## config.mk

```make
export PLATFORM = sky130hd
export DESIGN_NAME = alu
export DESIGN_NICKNAME = d
export VERILOG_FILES = /design/src/rtl/alu_pkg.sv /design/src/rtl/alu_hex_to_seg7.sv /design/src/rtl/alu.sv
export SDC_FILE = /design/constraint.sdc
export NUM_CORES = 1
export LEC_CHECK = 0
export ABC_AREA = 1
export CORE_ASPECT_RATIO = 1.25
export CORE_UTILIZATION = 50
export DETAILED_ROUTE_END_ITERATION = 8
export GPL_ROUTABILITY_DRIVEN = 0
export PLACE_DENSITY = 0.84
export SKIP_CTS_REPAIR_TIMING = 1
export SYNTH_ARGS = -nofsm -noshare
export SYNTH_HDL_FRONTEND = slang
export SYNTH_SLANG_ARGS = --single-unit
```

## constraint.sdc

```tcl
create_clock -name clk -period 3.1 [get_ports clk]
set_input_delay 0.31 -clock clk [delete_from_list [all_inputs] [get_ports clk]]
set_output_delay 0.31 -clock clk [all_outputs]
set_load 0.005 [all_outputs]
```

## src/rtl/alu_pkg.sv

```systemverilog
// Shared constants for the ALU: opcode encodings and the hex seven-segment glyph table.
package alu_pkg;

  localparam logic [1:0] OP_ADD = 2'b00;
  localparam logic [1:0] OP_SUB = 2'b01;
  localparam logic [1:0] OP_AND = 2'b10;
  localparam logic [1:0] OP_XOR = 2'b11;

  // Segment bits are {g,f,e,d,c,b,a}, active-high; entry n is the glyph for hex digit n.
  localparam logic [6:0] SEG7_CODES [16] = '{
    7'h3F, 7'h06, 7'h5B, 7'h4F, 7'h66, 7'h6D, 7'h7D, 7'h07,
    7'h7F, 7'h6F, 7'h77, 7'h7C, 7'h39, 7'h5E, 7'h79, 7'h71
  };

endpackage

```

## src/rtl/alu_hex_to_seg7.sv

```systemverilog
// Purely combinational hex nibble to seven-segment glyph decoder.
module hex_to_seg7
  import alu_pkg::*;
(
  input  logic [3:0] nibble,
  output logic [6:0] seg
);

  // Glyph lookup; every nibble value has an entry, so no fallback is needed.
  always_comb begin
    seg = SEG7_CODES[nibble];
  end

endmodule

```

## src/rtl/alu.sv

```systemverilog
// Add/sub/AND/XOR ALU with a zero-on-subtract flag, plus a registered result,
// status and hex seven-segment image for the display path.
module alu
  import alu_pkg::*;
#(
  parameter  int WIDTH  = 4,
  localparam int DIGITS = (WIDTH + 3) / 4
) (
  input  logic                  clk,
  input  logic                  rst,
  input  logic [WIDTH-1:0]      a,
  input  logic [WIDTH-1:0]      b,
  input  logic [1:0]            op_code,
  output logic [WIDTH-1:0]      result,
  output logic                  status,
  output logic [WIDTH-1:0]      result_q,
  output logic                  status_q,
  output logic [7*DIGITS-1:0]   seg
);

  logic [WIDTH-1:0]    result_d;
  logic                status_d;
  logic [4*DIGITS-1:0] result_pad_s;
  logic [7*DIGITS-1:0] seg_d;
  logic [7*DIGITS-1:0] seg_q;

  // Operation select; add and subtract wrap modulo 2^WIDTH.
  always_comb begin
    result_d = '0;
    case (op_code)
      OP_ADD:  result_d = a + b;
      OP_SUB:  result_d = a - b;
      OP_AND:  result_d = a & b;
      OP_XOR:  result_d = a ^ b;
      default: result_d = '0;
    endcase
  end

  // Zero flag is only meaningful for subtract (equality compare use).
  always_comb begin
    if (op_code == OP_SUB) begin
      status_d = (result_d == '0);
    end else begin
      status_d = 1'b0;
    end
  end

  // Zero-extend the result to whole nibbles so the top digit decodes cleanly.
  always_comb begin
    result_pad_s              = '0;
    result_pad_s[WIDTH-1:0]   = result_d;
  end

  for (genvar d = 0; d < DIGITS; d++) begin : g_digit
    hex_to_seg7 u_hex_to_seg7 (
      .nibble (result_pad_s[4*d +: 4]),
      .seg    (seg_d[7*d +: 7])
    );
  end

  // Display-path output stage; captures every cycle, cleared asynchronously.
  always_ff @(posedge clk or posedge rst) begin
    if (rst) begin
      result_q <= '0;
      status_q <= 1'b0;
      seg_q    <= '0;
    end else begin
      result_q <= result_d;
      status_q <= status_d;
      seg_q    <= seg_d;
    end
  end

  assign result = result_d;
  assign status = status_d;
  assign seg    = seg_q;

endmodule

```

### Yosys cells after proc, flatten, opt, wreduce, memory -nomap -nowiden

Memory sizes are Yosys's and may differ from the RTL's. A register that Yosys moved wholly into a read port is not among the register bits.
Index checks and enable logic that the tools add are counted.

* add/subtract/negate cells: 2
* multipliers: 0
* div/mod/pow operators: 0
* order comparisons: 0
* eq/ne operators: 3
* shifts and indexed selects: 0
* multiplexer cells: 2
* bitwise logic cells: 3
* reductions and logical operators: 2

Operator list (count)
* one-hot mux 4 bit (4 select lines): 1
* inverter 4 -> 5 bit: 1
* adder 4 bit: 1
* AND 4 bit: 1
* == test 2 bit (second input constant): 2
* logical NOT 4 bit: 1
* subtractor 4 bit: 1
* XOR 4 bit: 1
* == test 2 x 1 -> 1 bit (second input constant): 1
* logical NOT 2 bit: 1
* 2-to-1 mux 1 bit: 1

* flip-flop bits (word level): 5
* bits in latches: 0
* memory bits (writable): 0
* memory bits (read-only): 112
* input port bits: 12
* output and inout bits: 17
* logic and storage cells: 15
* memories: 1

Memory list
* (no name shown): depth 16, width 7, rd ports 1, clocked after memory_dff 1, write ports 0, line alu_hex_to_seg7.sv:11 `seg = SEG7_CODES[nibble];`

### Logic depth before layout (Yosys ltp)

* word-level depth: 4
* gate-level depth with buffers: 15
* depth with buffers taken out: 15

### By module

A second synthesis with hierarchy kept.

* cell total of the unflattened synthesis: 126
* area, all modules: 940.9 µm²

By module, submodules not included
* alu: instances 1, cells each 74, area an instance 670.6 µm², sequential area each 300.3 µm²
* hex_to_seg7: instances 1, cells each 52, area an instance 270.3 µm², sequential area each 0.0 µm²

### Worst setup path before layout

No wires, ideal clock.

* path kind: input to output
* start: in b[0]
* end: out status
* data arrival time: 2.043 ns
* data required time: 2.790 ns
* slack: 0.747 ns
* stages on the path: 10
* buffers on the path: 0
* cells stage by stage: inv_1 > ha_1 > a21oi_1 > fa_1 > nand2_1 > o211ai_2 > inv_1 > ha_1 > nand4_1 > nor2_1

* word-level cells in the longest chain between the ends: 4
* elaborated cells between the ends (all ways): 7
* those cells by class: add/sub: 2; mux: 2; bitwise: 2; reduce/logical: 1

Ends and longest elaborated chain
* start: declaration: line alu.sv:12 `input logic [WIDTH-1:0] b,`
* subtractor 4 bit or adder 4 bit (tied branches): line alu.sv:32, alu.sv:31
* one-hot mux 4 bit (4 select lines) (*): line alu.sv:30 `case (op_code)`
* net result[1]: line alu.sv:14 `output logic [WIDTH-1:0] result,`
* logical NOT 4 bit (*): line alu.sv:42 `status_d = (result_d == '0);`
* 2-to-1 mux 1 bit (*): line alu.sv:41 `if (op_code == OP_SUB) begin`
* end: declaration: line alu.sv:15 `output logic status,`

The timed path passes the listed nets; every way through them passes the cells marked *.

### Worst setup path in the final report

* start: in b[1]
* end: out status

* word-level cells in the longest chain between the ends: 4
* elaborated cells between the ends (all ways): 7
* those cells by class: add/sub: 2; mux: 2; bitwise: 2; reduce/logical: 1

Ends and longest elaborated chain
* subtractor 4 bit, or another cell as far along: line alu.sv:32 `OP_SUB: result_d = a - b;`
* one-hot mux 4 bit (4 select lines) (*): line alu.sv:30
* logical NOT 4 bit (*): line alu.sv:42
* 2-to-1 mux 1 bit (*): line alu.sv:41

Every way passes the cells marked *; elsewhere a longest branch is shown, timed or not.

==> results.cfg <==
[clock_network]
h-tree-depth = 1
clk_pin_slew_ps = 70
cts_tree = yes
cts_max_path_buffers = 2
cts_made_buffers = 3
root_buffer = clkbuf_4
cts_num_sinks = 12

[synthesis]
synth_top_area_share_pct = 30.73
ys_seq_elements = 12
synth_largest_area_cell = dfrtp_1
synthArstFlopShare_pct = 100.0
syn-num-nets = 154
synth_commonest_cells = nand2_1 (39), inv_1 (19), ha_1 (15), dfrtp_1 (12), nor2_1 (6)
synth_top_family_by_area = simple AND/OR/NAND/NOR gates
yosysMostFrequentCell = nand2_1
synthMuxAreaShare_pct = 0
yosys.area_share.simple_pct = 25.61
synth_cell_types = 23
ys_top_cells_by_area = dfrtp_1 (31%), ha_1 (19%), nand2_1 (15%)
netlist_area_sq_um = 977.2
syn_area_per_cell_sq_um = 7.755
synth-edff-count = 0
ys_seq_area_share_pct = 30.73
synth-main-ff-cell = dfrtp_1
synth_xor_area_share_pct = 1.793
synth_compound_area_share_pct = 9.475
synthAdderAreaFrac_pct = 21.25
yosysWarnings = 0
netlist_instances = 126

[routing]
via_per_inst = 4.941
totalWireLength_um = 2044
via_count = 929
wl_per_cell_um = 10.87
drc_errors = 0
drt-pass1-iter-count = 4
antenna_left = 0
drt_iter0_markers = 7

[floorplanning]
boundaryPins = 29
die_x_um = 41.54
coreArea_sq_um = 1808
die-area_sq_um = 2136
fp-row-count = 17
floorplan.initialDensity_pct = 54.05
fp.dieH_um = 51.43

[worst_setup_path]
critPathBufInv = 4
worstSetupPathType = in2out
crit_family = adder cells
crit_arrival_ps = 2560
crit_top_cell = inv_1
crit_fanout = 2
slowest_stage = clkdlybuf4s50_1
crit_chain = clkdlybuf4s50_1, inv_1, ha_1, a21oi_2, fa_1, nand2_1, o211ai_2, inv_1, ha_2, nand4_1, nor2_2, clkbuf_2
required_ps = 2790
end_kind = output pin
cp_slowest_stage_delay_ps = 480
cp-start-kind = input port

[power]
power_leakage_nw = 0.7596
power_frac_seq_pct = 32.7
clkPwrFrac_pct = 14.5
swShare_pct = 33.25
pwr-share-comb_pct = 52.9
switchingPower_mw = 0.2043
p_per_area_nw_per_um2 = 436.6
finalPower_mw = 0.6145
ir_drop_v = 0.0002431
p_int_mw = 0.4102

[place]
portBuffers = 28
placed_area_sq_um = 1360
post-dp-hpwl_um = 1714
pre_cts_ws_ps = -215.9

[timing]
finalMaxSlewViolations = 0
max_freq_mhz = 347.9
finalHoldViolations = 0
setup_ws_ps = 225.3
final.min_clock_period_ps = 2875
setup_violations = 0
tightest_slew_ps = 413.7
final.period_utilization_pct = 92.73
hold_ws_ps = 328.2
rsz0062_at_grt = false
maxSlewHeadroom_pct = 72.39

[final_layout]
syn2layout_area_growth_pct = 44.05
nFillCells = 141
layout.nets = 199
final_util_pct = 77.85
layout-drive-gt1-share_pct = 23.08
antenna_cells = 0
regArea_sq_um = 300.3
multiInputGateArea_sq_um = 593.1
design_area_sq_um = 1408

[global_route]
use_met1_pct = 17.84
grt_most_used_layer = met2
grtUsageTotal_pct = 21.09
antenna_found_initial = 0
grt_max_degree = 13
grt_pass1_wl_um = 3360
gr-total-overflow = 0
grt_pass1_vias = 899
grt_use_met2_pct = 41.15
grt_util_met3_pct = 2.120

[outcome]
status = completed

[min_path]
hp-class = in2async

[flow_run]
cap_violations = 0
## area by class of cell
| type | count | share of cell area (%) |
|---|---|---|
| tap | 19 | 1.689 |
| inverter | 22 | 5.867 |
| sequential | 12 | 21.33 |
| clock buffer | 3 | 1.600 |
| multi-input combinational | 90 | 42.13 |
| timing repair buffer | 42 | 27.38 |
## cell families after synthesis
kind of cell,after synthesis
AO/OA/AOI/OAI,14
AND/OR/NAND/NOR,58
XOR/XNOR,2
buffers and inverters,24
flip-flops,12
adder cells (fa/ha/maj),16
## power groups by stage
stage | combinational [mW] | clock [mW] | sequential [mW]
finish | 0.325 | 0.0888 | 0.201
global placement | 0.305 | 0 | 0.203
floorplan | 0.157 | 0 | 0.210
detailed placement | 0.316 | 0 | 0.205
CTS | 0.318 | 0.0913 | 0.202
global route | 0.361 | 0.0984 | 0.204
## stage by stage
| stage | cells | setup TNS, ps |
|---|---|---|
| finish | 188 | 0 |
| global route | 188 | 0 |
| CTS | 188 | -263.8 |
| detailed placement | 185 | -256.3 |
| global placement | 185 | -118.9 |
| floorplan | 126 | 0 |
## path summary, 6_finish.rpt
check | from | endpoint | cells after the start
min in group clk | op_code[0] | status_q | 5
max in group asynchronous | rst | result_q[3] | 2
hold / removal | rst | seg[1] | 2
setup / recovery | b[1] | status | 12
## cells in the final DEF (no fill, tap or decap), types with 2 or more instances in the layout
cell | Yosys | layout
inv_1 | 19 | 19
o21ai_0 | 3 | 3
dfrtp_1 | 12 | 12
nand2_2 | 3 | 4
clkdlybuf4s50_1 | 0 | 25
dlymetal6s2s_1 | 0 | 2
inv_2 | 3 | 3
a21oi_2 | 0 | 2
nand2_1 | 39 | 38
nand3_1 | 4 | 4
clkbuf_4 | 0 | 3
buf_4 | 0 | 14
o21ai_2 | 3 | 3
nor2_2 | 3 | 5
o21ai_1 | 3 | 3
ha_1 | 15 | 14
nor2_1 | 6 | 4
## layer usage
layer / vias up / wire [um]
met4: 0 / 122
li1: 478 / -
met2: 36 / 1172
met3: 13 / 54
met5: - / 0
met1: 402 / 695
## state kept, by name, indices dropped and copies added (netlist names)
register,flops
status_q,1
result_q,4
seg,7
Power figures use the tool's default switching activity.
